## src/rtl/press_pattern_emitter_pkg.sv

```systemverilog
// Shared constants for the press pattern emitter and its timer.
// Press durations live here so LONG > threshold > SHORT is held in one place.
package press_pattern_emitter_pkg;

    typedef enum logic [1:0] {
        ST_IDLE  = 2'd0,
        ST_MARK  = 2'd1,
        ST_SPACE = 2'd2
    } state_e;

    localparam int unsigned MAX_SYMBOLS = 8;

    localparam int unsigned DEF_SHORT_CYCLES    = 50_000_000;
    localparam int unsigned DEF_LONG_CYCLES     = 250_000_000;
    localparam int unsigned DEF_GAP_CYCLES      = 50_000_000;
    localparam int unsigned LONG_PRESS_THRESHOLD = 200_000_000;

    function automatic logic [3:0] clamp_count(input logic [3:0] c);
        return (c > 4'(MAX_SYMBOLS)) ? 4'(MAX_SYMBOLS) : c;
    endfunction

endpackage

```

## src/rtl/press_pattern_emitter_if.sv

```systemverilog
// Control/status bundle between a sequencer and the press pattern emitter.
interface press_pattern_emitter_if;

    logic       start_i;
    logic [7:0] pattern_i;
    logic [3:0] count_i;
    logic       abort_i;
    logic       line_o;
    logic       busy_o;
    logic       done_o;

    modport master (
        output start_i, pattern_i, count_i, abort_i,
        input  line_o, busy_o, done_o
    );

    modport slave (
        input  start_i, pattern_i, count_i, abort_i,
        output line_o, busy_o, done_o
    );

endinterface

```

## src/rtl/press_duration_timer.sv

```systemverilog
// Loadable down-counter with a zero flag; holds at zero until reloaded.
module press_duration_timer #(
    parameter int CNT_W = 28
) (
    input  logic             clk_i,
    input  logic             rst_i,
    input  logic             load_i,
    input  logic [CNT_W-1:0] load_val_i,
    output logic             zero_o
);

    logic [CNT_W-1:0] cnt_q;
    logic [CNT_W-1:0] cnt_d;

    always_comb begin
        cnt_d = cnt_q;
        if (load_i) begin
            cnt_d = load_val_i;
        end else if (cnt_q != '0) begin
            cnt_d = cnt_q - 1'b1;
        end
    end

    always_ff @(posedge clk_i) begin
        if (rst_i) begin
            cnt_q <= '0;
        end else begin
            cnt_q <= cnt_d;
        end
    end

    assign zero_o = (cnt_q == '0);

endmodule

```

## src/rtl/press_pattern_emitter.sv

```systemverilog
// Plays back 1..8 short/long presses on one line, each followed by a gap.
module press_pattern_emitter
    import press_pattern_emitter_pkg::*;
#(
    parameter int          CNT_W        = 28,
    parameter int unsigned SHORT_CYCLES = DEF_SHORT_CYCLES,
    parameter int unsigned LONG_CYCLES  = DEF_LONG_CYCLES,
    parameter int unsigned GAP_CYCLES   = DEF_GAP_CYCLES
) (
    input  logic                    clk_i,
    input  logic                    rst_i,
    press_pattern_emitter_if.slave  bus
);

    localparam logic [CNT_W-1:0] SHORT_LD = CNT_W'(SHORT_CYCLES - 1);
    localparam logic [CNT_W-1:0] LONG_LD  = CNT_W'(LONG_CYCLES - 1);
    localparam logic [CNT_W-1:0] GAP_LD   = CNT_W'(GAP_CYCLES - 1);

    state_e     state_q, state_d;
    logic [7:0] pat_q, pat_d;
    logic [3:0] rem_q, rem_d;
    logic       line_q, line_d;
    logic       busy_q, busy_d;
    logic       done_q, done_d;

    logic             tmr_load;
    logic [CNT_W-1:0] tmr_val;
    logic             tmr_zero;
    logic [3:0]       req_cnt;

    press_duration_timer #(
        .CNT_W (CNT_W)
    ) u_timer (
        .clk_i      (clk_i),
        .rst_i      (rst_i),
        .load_i     (tmr_load),
        .load_val_i (tmr_val),
        .zero_o     (tmr_zero)
    );

    assign req_cnt = clamp_count(bus.count_i);

    always_comb begin
        state_d  = state_q;
        pat_d    = pat_q;
        rem_d    = rem_q;
        done_d   = 1'b0;
        tmr_load = 1'b0;
        tmr_val  = '0;

        unique case (state_q)
            ST_IDLE: begin
                // Abort beats a simultaneous start, dropping the request.
                if (bus.start_i && !bus.abort_i) begin
                    pat_d = bus.pattern_i;
                    rem_d = req_cnt;
                    if (req_cnt == 4'd0) begin
                        done_d = 1'b1;
                    end else begin
                        state_d  = ST_MARK;
                        tmr_load = 1'b1;
                        tmr_val  = bus.pattern_i[0] ? LONG_LD : SHORT_LD;
                    end
                end
            end
            ST_MARK: begin
                if (bus.abort_i) begin
                    state_d  = ST_IDLE;
                    rem_d    = 4'd0;
                    tmr_load = 1'b1;
                end else if (tmr_zero) begin
                    state_d  = ST_SPACE;
                    tmr_load = 1'b1;
                    tmr_val  = GAP_LD;
                end
            end
            ST_SPACE: begin
                if (bus.abort_i) begin
                    state_d  = ST_IDLE;
                    rem_d    = 4'd0;
                    tmr_load = 1'b1;
                end else if (tmr_zero) begin
                    if (rem_q > 4'd1) begin
                        pat_d    = pat_q >> 1;
                        rem_d    = rem_q - 4'd1;
                        state_d  = ST_MARK;
                        tmr_load = 1'b1;
                        tmr_val  = pat_q[1] ? LONG_LD : SHORT_LD;
                    end else begin
                        rem_d   = 4'd0;
                        state_d = ST_IDLE;
                        done_d  = 1'b1;
                    end
                end
            end
            default: begin
                state_d = ST_IDLE;
            end
        endcase

        line_d = (state_d == ST_MARK);
        busy_d = (state_d != ST_IDLE);
    end

    always_ff @(posedge clk_i) begin
        if (rst_i) begin
            state_q <= ST_IDLE;
            pat_q   <= '0;
            rem_q   <= '0;
            line_q  <= 1'b0;
            busy_q  <= 1'b0;
            done_q  <= 1'b0;
        end else begin
            state_q <= state_d;
            pat_q   <= pat_d;
            rem_q   <= rem_d;
            line_q  <= line_d;
            busy_q  <= busy_d;
            done_q  <= done_d;
        end
    end

    assign bus.line_o = line_q;
    assign bus.busy_o = busy_q;
    assign bus.done_o = done_q;

endmodule

```

## src/flat_wrapper.sv

```systemverilog
// flat-port wrapper written by rule: the top's interface ports become plain ports
module press_pattern_emitter_flat import press_pattern_emitter_pkg::*;
#(
    parameter int          CNT_W        = 28,
    parameter int unsigned SHORT_CYCLES = DEF_SHORT_CYCLES,
    parameter int unsigned LONG_CYCLES  = DEF_LONG_CYCLES,
    parameter int unsigned GAP_CYCLES   = DEF_GAP_CYCLES
)
  (clk_i, rst_i, bus_start_i, bus_pattern_i, bus_count_i, bus_abort_i, bus_line_o, bus_busy_o, bus_done_o);
  press_pattern_emitter_if bus_i ();
  input  logic clk_i;
  input  logic rst_i;
  input wire logic [$bits(bus_i.start_i)-1:0] bus_start_i;
  input wire logic [$bits(bus_i.pattern_i)-1:0] bus_pattern_i;
  input wire logic [$bits(bus_i.count_i)-1:0] bus_count_i;
  input wire logic [$bits(bus_i.abort_i)-1:0] bus_abort_i;
  output wire logic [$bits(bus_i.line_o)-1:0] bus_line_o;
  output wire logic [$bits(bus_i.busy_o)-1:0] bus_busy_o;
  output wire logic [$bits(bus_i.done_o)-1:0] bus_done_o;
  assign bus_i.start_i = bus_start_i;
  assign bus_i.pattern_i = bus_pattern_i;
  assign bus_i.count_i = bus_count_i;
  assign bus_i.abort_i = bus_abort_i;
  assign bus_line_o = bus_i.line_o;
  assign bus_busy_o = bus_i.busy_o;
  assign bus_done_o = bus_i.done_o;
  press_pattern_emitter #(.CNT_W(CNT_W), .SHORT_CYCLES(SHORT_CYCLES), .LONG_CYCLES(LONG_CYCLES), .GAP_CYCLES(GAP_CYCLES)) u_core (.clk_i(clk_i), .rst_i(rst_i), .bus(bus_i));
endmodule
```

## config.mk

```make
export PLATFORM = sky130hd
export DESIGN_NAME = press_pattern_emitter_flat
export DESIGN_NICKNAME = d
export VERILOG_FILES = /design/src/rtl/press_pattern_emitter_pkg.sv /design/src/rtl/press_pattern_emitter_if.sv /design/src/rtl/press_duration_timer.sv /design/src/rtl/press_pattern_emitter.sv /design/src/flat_wrapper.sv
export SDC_FILE = /design/constraint.sdc
export NUM_CORES = 1
export LEC_CHECK = 0
export CAP_MARGIN = 40
export CORE_MARGIN = 10
export CORE_UTILIZATION = 60
export DETAILED_ROUTE_END_ITERATION = 10
export PLACE_DENSITY_LB_ADDON = 0.25
export SLEW_MARGIN = 10
export SYNTH_ARGS = -nofsm -noshare
export SYNTH_HDL_FRONTEND = slang
export SYNTH_SLANG_ARGS = --single-unit
```

## constraint.sdc

```tcl
create_clock -name clk_i -period 5.6 [get_ports clk_i]
set_input_delay 1.68 -clock clk_i [delete_from_list [all_inputs] [get_ports clk_i]]
set_output_delay 1.68 -clock clk_i [all_outputs]
set_load 0.01 [all_outputs]
```

# After elaboration in Yosys (flattened, before gate mapping)
# Index checks and enable logic that the tools add are counted.
# Widths: inputs -> output; s select.
# word_totals
out_inout_bits,3
register_bits,45
elab_cells,78
# classes
order_cmp,2
n_addsub,2
eq_ne,9
reduce_logical,12
muxes,46
# op_table
op,count
$mux 28,10
$pmux 28 s3,1
$mux 8,4
$logic_not 28->1,1
$reduce_bool 28->1,1
$sub 28x1->28 const B,1
$mux 26,1
$mux 4,6
$pmux 8 s2,1
$mux 1,13
$mux 2,6
$pmux 4 s3,1
$ne 2x1->1 const B,3
$pmux 2 s3,1
$reduce_bool 2->1,3
$reduce_and 5->1,1
$eq 2x1->1 const B,2
$gt 4x1->1 const B,1
$gt 4x4->1 const B,1
$logic_not 4->1,1
$ne 2x2->1 const B,2
$reduce_and 4->1,1
$sub 4x1->4 const B,1
$ne 3x2->1 const B,1
7 further kinds,7

# Longest topological paths before layout
# Gate-level depths: netlist (run 1).
# depth
ltp_word,7
depth_mapped,8
mapped_depth_nobuf,7

# Modules after synthesis
# Synthesis (run 1) repeated with hierarchy kept, for this count alone.
# hier_totals
hier_cells,325
area_unflattened_um2,2816.5
# by_module_without_submodules
mod,n_inst,seq_area_each_um2,area_each_um2,cells_each
press_duration_timer,1,560.5,1652.8,194
press_pattern_emitter,1,320.3,1163.6,131

# Worst setup path before layout (run 1)
# Ideal clock, no wire load.
# synth_timing
path_kind,input-to-reg
from,input bus_count_i[3]
to,register u_core.u_timer.cnt_q[4]
t_required_ns,5.534
stages,6
path_buffers,1
arrival_ns,3.298
setup_slack_ns,2.236
path_cell_list,nor4_1 o21ai_0 a32oi_1 clkbuf_1 o21ai_0 a21oi_2
# synth_between
elab_chain_len,7
elab_cells_between_ends,11
classes_between,1 x order compare; 8 x mux; 2 x reduce/logical
# synth_lines
item,line_no,source
from (decl),flat_wrapper.sv:15,input wire logic [$bits(bus_i.count_i)-1:0] bus_count_i;
$gt 4x4->1,press_pattern_emitter_pkg.sv:19,return (c > 4'(MAX_SYMBOLS)) ? 4'(MAX_SYMBOLS) : c;
$mux 4 *,press_pattern_emitter_pkg.sv:19,
$logic_not 4->1 *,press_pattern_emitter.sv:57,if (req_cnt == 4'd0) begin
$mux 28 or $mux 1 (tied branches),press_pattern_emitter.sv:57,
$mux 28 or $mux 1 (tied branches),press_pattern_emitter.sv:54,if (bus.start_i && !bus.abort_i) begin
$pmux 28 s3 or $pmux 1 s3 (tied branches),press_pattern_emitter.sv:51,unique case (state_q)
$mux 28 or $reduce_bool 2->1 (tied branches),n/a,
to (signal assigned),press_duration_timer.sv:28,cnt_q <= cnt_d;
to (decl),press_duration_timer.sv:12,logic [CNT_W-1:0] cnt_q;
# Mark *: on every way between the ends. The rest lies on a longest branch, timed or not.
# A chain may end at the register's enable or synchronous reset.

# Worst setup path in the final report (run 1)
# layout_timing
from,input bus_abort_i
to,register u_core.u_timer.cnt_q[13]
# layout_between
elab_chain_len,5
elab_cells_between_ends,12
classes_between,9 x mux; 3 x reduce/logical
# layout_lines
item,line_no,source
from (decl),flat_wrapper.sv:16,input wire logic [$bits(bus_i.abort_i)-1:0] bus_abort_i;
$logic_not 1->1,press_pattern_emitter.sv:54,
$logic_and 1x1->1,press_pattern_emitter.sv:54,
$mux 28 or $mux 1 (tied branches),press_pattern_emitter.sv:54,
$pmux 28 s3 or $pmux 1 s3 (tied branches),press_pattern_emitter.sv:51,
$mux 28 or $reduce_bool 2->1 (tied branches),n/a,
# Several ways; a longest one is shown, not always the timed one.

==> results of run 1 <==
==> cells in the mapped netlist (9+ instances only) <==
master	instances
nor2_1	23
nor3_1	17
inv_1	10
a311oi_1	10
a21oi_2	10
a21oi_1	27
nor4_1	11
dfxtp_1	44
nand2_1	12
xnor2_1	14
clkbuf_1	9
o21ai_0	10
==> flip-flops by register name, indices dropped and copies added, names as in the netlist <==
name / flops
u_core.bus.busy_o: 1
u_core.rem_q: 4
u_core.u_timer.cnt_q: 28
u_core.bus.done_o: 1
u_core.pat_q: 7
u_core.bus.line_o: 1
u_core.state_q: 2
==> per-stage QoR <==
step / area, sq um / hold slack, ns
finish: 2908 / 0.4873
global route: 2908 / 0.5223
CTS: 2908 / 0.4838
detailed placement: 2814 / 0.4696
global placement: 2790 / 0.4646
floorplan: 2618 / 0.4457
==> path summary, 6_finish.rpt <==
| check | endpoint |
|---|---|
| setup reg to reg | u_core.u_timer.cnt_q[13]$_SDFFE_PP0P_ |
| hold reg to reg | u_core.u_timer.cnt_q[7]$_SDFFE_PP0P_ |
| setup / recovery | u_core.u_timer.cnt_q[13]$_SDFFE_PP0P_ |
| hold / removal | u_core.u_timer.cnt_q[7]$_SDFFE_PP0P_ |
==> final cells by class <==
class	count	area, sq um
clock buffer	7	86.33
clock inverter	1	7.507
fill	358	1207
inverter	10	37.54
multi-input combinational	232	1614
sequential	44	880.8
tap	50	62.56
timing repair buffer	23	219.0
==> per-layer routing <==
metal	vias to the layer above	global-route usage (%)	wire length, um
met5	-	0	0
met4	0	5.090	79
met3	9	4.068	329
met2	62	26.84	2835
met1	1131	22.73	2961
li1	1175	-	-
==> report_power, final <==
group / switching [mW] / internal, mW
clock network: 0.108 / 0.100
registers: 0.0428 / 0.354
logic: 0.196 / 0.137
total: 0.346 / 0.592
==> critical path, cell delays in order <==
cell and delay, ns:
clkdlybuf4s50_1 0.59, nand3b_1 0.35, nor3_1 0.40, o21ai_0 0.18, a2111oi_0 0.80, a311oi_1 0.09
==> cell families after synthesis <==
kind of cell / count (synthesis) / share of synthesized area (%)
AND/OR/NAND/NOR: 105 / 23.42
adder cells (fa/ha/maj): 8 / 3.824
multiplexers: 6 / 2.295
AO/OA/AOI/OAI: 97 / 26.77
flip-flops: 44 / 33.65
XOR/XNOR: 16 / 5.354
buffers and inverters: 25 / 4.685
==> flow_summary_export.csv, run 1 <==
group,metric,value,unit
run_status,status,"completed",
yosys,synth_area,2618,sq um
place,gp_congestion,0.9483,
floorplanning,initial_utilization,63.61,%
sta,fin_crit_sh,70.72,%
clock_network,clockBufferDepth,2,
worst_setup_path,cp-start-kind,"input pin",
yosys,synth-edff-count,0,
worst_setup_path,cp.arrival,4.10,ns
finish,drive_gt1_share,11.04,%
drt,drt_iter0_drc,254,
worst_setup_path,crit_path_max_fanout,12,
pwr,finalPower,0.9385,mW
floorplanning,core_area,4115,sq um
finish,utilization,70.66,%
clock_network,clkTransAtPathRegs,0.09,ns
floorplanning,std_cell_rows,23,
yosys,synth_cell_types,59,
pwr,power.leakage,0.9681,nW
yosys,yosysTopAreaCellShare,33.65,%
min_path,min_from,"u_core.u_timer.cnt_q[7]$_SDFFE_PP0P_",
sta,rsz0062_at_grt,"false",
drt,wl_per_cell,16.91,um
clock_network,cts_root_buffer,"clkbuf_8",
yosys,seq_area_frac_synth,33.65,%
worst_setup_path,cp.required,5.74,ns
clock_network,cts_buffers,5,
place,dp.cells,359,
clock_network,cts.sinks,44,
sta,worstMarginPinSlew,0.8521,ns
clock_network,cts_tree,"built",
clock_network,hold_buffers,0,
pwr,power_density,322.8,nW/um^2
sta,slew_headroom,41.72,%
finish,finalNonFillerCells,367,
clock_network,cts.htree.levels,2,
drt,postRouteAntennaNets,0,
sta,max_freq,252.5,MHz
flow_run,cap_violations,0,
pwr,peakVddDrop,0.0002005,V
floorplanning,chipWidth,86.05,um
drt,wirelength,6.205,mm
yosys,synth-main-ff-cell,"dfxtp_1",
place,post-place-ws,1.380,ns
finish,fin_nets,340,
yosys,syn_inst,301,
finish,diodes,0,
sta,period_needed,3.960,ns
yosys,async_flop_share,0,%
global_route,grt_overflow_total,0,
sta,slew_viol_final,0,
worst_setup_path,r2r_start,"u_core.u_timer.cnt_q[16]$_SDFFE_PP0P_",
yosys,synth_warnings,0,
yosys,synth_area_leaders,"dfxtp_1 34%, a21oi_1 5.2%, xnor2_1 4.7%",
min_path,hold_depth,2,
sta,tns,0,ns
drt,vias,2377,
min_path,hold_class,"register to register",
floorplanning,io_pins,19,
worst_setup_path,crit_path_end_kind,"register",
global_route,grt_pass1_vias,2301,
worst_setup_path,critPathKind,"input pin to register",
clock_network,clk_latency,0.30,ns
global_route,grt_max_degree,27,
place,port_buffers,18,
finish,final_common_cell,"dfxtp_1",
sta,setup_viol,0,
yosys,synth.largest_area_cell,"dfxtp_1",
clock_network,cts_resized,0,
clock_network,postCtsSetupRepairBufs,0,
global_route,track_usage,17.18,%
sta,hold_violations,0,
worst_setup_path,regToRegSetupSlack,2.61,ns
worst_setup_path,rr_worst_depth,6,
drt,vias_per_cell,6.477,
floorplanning,dieArea,7405,sq um
yosys,synth_seq_cells,44,
drt,drc,0,
yosys,synthesis.nets,325,
worst_setup_path,critPathLaunch,"bus_abort_i",
finish,syn2layout_area_growth,11.09,%
finish,layout_common_cells,"44 x dfxtp_1, 27 x a21oi_1, 23 x nor2_1, 18 x clkdlybuf4s50_1, 17 x nor3_1",
global_route,antenna_found_initial,0,
yosys,synth_area_per_cell,8.696,sq um
global_route,grt_first_pass_wirelength,10.83,mm
floorplanning,die-height,86.05,um
sta,setup_ws,1.640,ns
sta,skew,0.01355,ns
drt,dr.pass1.iters,4,
place,dp_hpwl,4.438,mm
No activity file was read; power rests on OpenSTA's default activity.
==> inputs of run 2 (changes only) <==
- CORE_UTILIZATION: 60 -> 53
- clock period: 5.6 -> 3.3 ns (I/O delays scaled with it)
==> run 2 against run 1 <==
Against the previous run: clock power is 78% higher; sequential cell count unchanged; final area grew 3.4%; sequential power increased by 69%; non-clock buffer count is 11 higher; critical endpoint is now u_core.u_timer.cnt_q[10]$_SDFFE_PP0P_; largest power group unchanged.
==> flow_summary_export.csv, run 2 (same netlist as run 1, synthesis figures left out) <==
group,metric,value,unit
run_status,status,"completed",
global_route,grt_pass1_vias,2247,
worst_setup_path,critPathKind,"input pin to register",
sta,skew,0.006701,ns
floorplanning,die-height,90.28,um
clock_network,cts.sinks,44,
clock_network,postCtsSetupRepairBufs,0,
drt,dr.pass1.iters,4,
min_path,hold_depth,2,
finish,top_regs,"u_core.u_timer.cnt_q (28), u_core.pat_q (7), u_core.rem_q (4)",
place,gp_congestion,0.9138,
finish,final_common_cell,"dfxtp_1",
sta,max_freq,351.8,MHz
drt,wl_per_cell,15.13,um
finish,diodes,0,
sta,tns,0,ns
global_route,use_met2,24.70,%
sta,setup_viol,0,
global_route,track_usage,14.59,%
clock_network,cts_buffers,5,
finish,final_cell_area,3008,sq um
global_route,grt_overflow_total,0,
clock_network,cts_resized,0,
clock_network,clkTransAtPathRegs,0.09,ns
sta,slew_viol_final,0,
finish,largest_reg_flops,28,
finish,utilization,63.26,%
clock_network,cts_root_buffer,"clkbuf_8",
sta,hold_violations,0,
drt,vias,2358,
clock_network,clk_latency,0.31,ns
flow_run,cap_violations,0,
sta,slew_headroom,56.86,%
finish,drive_gt1_share,14.02,%
clock_network,clockBufferDepth,2,
finish,layout_common_cells,"44 x dfxtp_1, 27 x a21oi_1, 23 x nor2_1, 18 x clkdlybuf4s50_1, 17 x nor3_1",
sta,setup_ws,0.4574,ns
worst_setup_path,crit_path_end_kind,"register",
sta,worstMarginPinSlew,0.6453,ns
finish,fin_nets,351,
pwr,peakVddDrop,0.0002567,V
worst_setup_path,cp.arrival,3.09,ns
place,place_area,2914,sq um
clock_network,cts_tree,"built",
finish,largest-register,"u_core.u_timer.cnt_q",
pwr,power.leakage,1.021,nW
place,port_buffers,18,
worst_setup_path,cp-start-kind,"input pin",
worst_setup_path,cp.required,3.55,ns
floorplanning,initial_utilization,55.05,%
floorplanning,core_area,4755,sq um
global_route,grt_max_degree,17,
min_path,hold_class,"register to register",
sta,fin_crit_sh,86.14,%
sta,rsz0062_at_grt,"false",
pwr,finalPower,1.610,mW
drt,wirelength,5.978,mm
drt,postRouteAntennaNets,0,
drt,drc,0,
global_route,antenna_found_initial,0,
sta,period_needed,2.843,ns
drt,drt_iter0_drc,119,
clock_network,cts.htree.levels,2,
drt,vias_per_cell,5.970,
worst_setup_path,crit_path_max_fanout,14,
global_route,gr-usage-met1,18.01,%
finish,syn2layout_area_growth,14.91,%
floorplanning,io_pins,19,
pwr,power_density,535.2,nW/um^2
global_route,grt_first_pass_wirelength,10.25,mm
floorplanning,chipWidth,90.28,um
global_route,grt-busiest-layer,"met2",
worst_setup_path,regToRegSetupSlack,0.63,ns
floorplanning,std_cell_rows,25,
floorplanning,dieArea,8150,sq um
global_route,use_met3,2.577,%
worst_setup_path,rr_worst_depth,5,
place,dp_hpwl,4.325,mm
clock_network,hold_buffers,0,
place,post-place-ws,0.1533,ns
run 2: path summary, 6_finish.rpt:
check                                                              to                                  from
worst max register to register  u_core.u_timer.cnt_q[18]$_SDFFE_PP0P_  u_core.u_timer.cnt_q[8]$_SDFFE_PP0P_
worst min-delay path             u_core.u_timer.cnt_q[7]$_SDFFE_PP0P_  u_core.u_timer.cnt_q[7]$_SDFFE_PP0P_
worst max-delay path            u_core.u_timer.cnt_q[10]$_SDFFE_PP0P_                        bus_count_i[3]
worst min register to register   u_core.u_timer.cnt_q[7]$_SDFFE_PP0P_  u_core.u_timer.cnt_q[7]$_SDFFE_PP0P_
run 2: per-stage QoR:
stage	hold slack [ns]	cells
detailed placement	0.4722	387
floorplan	0.4457	301
finish	0.4984	395
global placement	0.4727	386
global route	0.5339	395
CTS	0.4938	395
run 2: where the power goes:
group	switching (mW)	internal, mW
registers	0.0698	0.601
clock network	0.201	0.171
logic	0.322	0.245
run 2: layer usage:
layer / up-vias / wire (um)
met4: 0 / 79
met1: 1109 / 2870
met5: - / 0
met3: 10 / 215
met2: 43 / 2812
li1: 1196 / -
run 2: area by class of cell:
class                      instances  area, sq um
fill                             428         1747
multi-input combinational        232         1614
sequential                        44        880.8
timing repair buffer              34        297.8
clock buffer                       7        86.33
tap                               67        83.83
inverter                          10        37.54
clock inverter                     1        7.507
run 2: critical path, stage by stage:
cell and delay (ns):
clkdlybuf4s50_1 0.45, nor4_1 0.37, buf_4 0.20, o21ai_0 0.08, a32oi_1 0.35, buf_4 0.28
nand2_1 0.19, a21oi_1 0.17
==> inputs of run 3 (changes only) <==
- CAP_MARGIN: 40 -> 10
==> run 3 against run 2 <==
Against the previous run: non-clock buffer count down 1; sequential cell count unchanged; critical path depth unchanged; fmax down 1.0%; clock skew down 0.0043 ns; final area down 0.29%; setup slack worse by 0.029 ns; combinational power about the same; register-to-register slack about the same; final cell count down 0.25%.
==> flow_summary_export.csv, run 3 (same netlist as run 1, synthesis figures left out) <==
group,metric,value,unit
global_route,antenna_found_initial,0,
clock_network,postCtsSetupRepairBufs,0,
clock_network,cts.sinks,44,
global_route,track_usage,14.51,%
worst_setup_path,cp.arrival,3.11,ns
floorplanning,std_cell_rows,25,
clock_network,cts_root_buffer,"clkbuf_8",
finish,fin_nets,350,
sta,tns,0,ns
finish,fill_cells,443,
worst_setup_path,rr_worst_depth,5,
pwr,peakVddDrop,0.0002440,V
sta,hold-worst-slack,0.4993,ns
sta,slew_viol_final,0,
finish,largest_reg_flops,28,
clock_network,cts_tree,"built",
drt,drt_iter0_drc,97,
floorplanning,io_pins,19,
clock_network,hold_buffers,0,
clock_network,cts_resized,0,
sta,max_freq,348.2,MHz
worst_setup_path,r2r_start,"u_core.u_timer.cnt_q[8]$_SDFFE_PP0P_",
drt,vias,2338,
floorplanning,dieArea,8150,sq um
clock_network,clockBufferDepth,2,
floorplanning,initial_utilization,55.05,%
pwr,finalPower,1.591,mW
min_path,min_from,"u_core.u_timer.cnt_q[11]$_SDFFE_PP0P_",
worst_setup_path,crit_path_end_kind,"register",
drt,dr.pass1.iters,4,
drt,wirelength,5.929,mm
finish,top_regs,"u_core.u_timer.cnt_q (28), u_core.pat_q (7), u_core.rem_q (4)",
worst_setup_path,regToRegSetupSlack,0.63,ns
min_path,hold_depth,2,
run_status,status,"completed",
drt,drc,0,
clock_network,clk_latency,0.31,ns
global_route,grt_pass1_vias,2243,
finish,final_common_cell,"dfxtp_1",
min_path,hold_class,"register to register",
global_route,gr-usage-met1,17.06,%
sta,hold_violations,0,
sta,fin_crit_sh,87.02,%
place,dp_hpwl,4.356,mm
sta,skew,0.002418,ns
clock_network,clkTransAtPathRegs,0.08,ns
place,port_buffers,18,
sta,worstMarginPinSlew,1.022,ns
floorplanning,core_area,4755,sq um
floorplanning,die-height,90.28,um
finish,layout_common_cells,"44 x dfxtp_1, 27 x a21oi_1, 23 x nor2_1, 18 x clkdlybuf4s50_1, 17 x nor3_1",
worst_setup_path,critPathKind,"input pin to register",
min_path,hold_end,"u_core.u_timer.cnt_q[11]$_SDFFE_PP0P_",
global_route,grt_first_pass_wirelength,10.03,mm
place,gp_congestion,0.9138,
drt,vias_per_cell,5.934,
finish,largest-register,"u_core.u_timer.cnt_q",
clock_network,cts.htree.levels,2,
worst_setup_path,cp.required,3.54,ns
global_route,grt_overflow_total,0,
sta,rsz0062_at_grt,"false",
global_route,use_met2,24.94,%
global_route,use_met3,3.824,%
finish,diodes,0,
pwr,power_density,530.6,nW/um^2
worst_setup_path,crit_path_max_fanout,14,
worst_setup_path,r2r-end,"u_core.u_timer.cnt_q[5]$_SDFFE_PP0P_",
finish,syn2layout_area_growth,14.58,%
clock_network,cts_buffers,5,
sta,slew_headroom,31.01,%
finish,drive_gt1_share,13.46,%
worst_setup_path,cp-start-kind,"input pin",
flow_run,cap_violations,0,
sta,period_needed,2.872,ns
floorplanning,chipWidth,90.28,um
sta,setup_viol,0,
drt,wl_per_cell,15.05,um
global_route,grt-busiest-layer,"met2",
drt,postRouteAntennaNets,0,
global_route,grt_max_degree,17,
pwr,power.leakage,1.020,nW
==> run 3: cell types whose count changed in the layout (fill, tap and decap cells not counted), sizes merged <==
cell      before  now
buf           16   15
clkbuf         7    8
clkinvlp       1    0
==> run 3: through the flow <==
step	util [%]	worst slack [ns]	area, sq um	cells
6_report	63.08	0.4285	2999	394
5_1_grt	63.08	0.2977	2999	394
3_5_place_dp	61.18	0.1559	2909	386
2_1_floorplan	-	0.6259	2618	301
3_3_place_gp	61.18	0.2418	2909	386
4_1_cts	63.08	0.4744	2999	394
==> run 3: how the worst max path moves through the flow <==
stage,startpoint,to,slack [ns],cells after the start
floorplan,bus_count_i[3],u_core.u_timer.cnt_q[4]$_SDFFE_PP0P_,0.63,6
global placement,bus_count_i[3],u_core.u_timer.cnt_q[11]$_SDFFE_PP0P_,0.24,8
detailed placement,bus_count_i[3],u_core.u_timer.cnt_q[7]$_SDFFE_PP0P_,0.16,8
CTS,bus_count_i[3],u_core.u_timer.cnt_q[7]$_SDFFE_PP0P_,0.47,8
global route,bus_count_i[3],u_core.u_timer.cnt_q[11]$_SDFFE_PP0P_,0.30,8
finish,bus_count_i[3],u_core.u_timer.cnt_q[7]$_SDFFE_PP0P_,0.43,8
==> run 3: final cells by class <==
cell class,count,area (sq um),area share (%)
tap,67,83.83,2.795
sequential,44,880.8,29.37
inverter,10,37.54,1.252
timing repair buffer,33,292.8,9.762
multi-input combinational,232,1614,53.82
clock buffer,8,90.09,3.004
==> run 3: layer usage <==
layer | share of wire, % | vias to the layer above
met5 | 0 | -
met3 | 2.9 | 6
li1 | - | 1190
met2 | 49 | 33
met4 | 1.1 | 0
met1 | 47 | 1109
==> run 3: critical path, cell delays in order <==
cell	delay [ns]
clkdlybuf4s50_1	0.45
nor4_1	0.38
buf_4	0.20
o21ai_0	0.08
a32oi_1	0.36
buf_4	0.28
nand2_1	0.19
a21oi_1	0.17
==> run 3: power by group <==
part | internal (mW) | switching (mW)
registers | 0.601 | 0.0706
clock network | 0.171 | 0.185
logic | 0.245 | 0.319
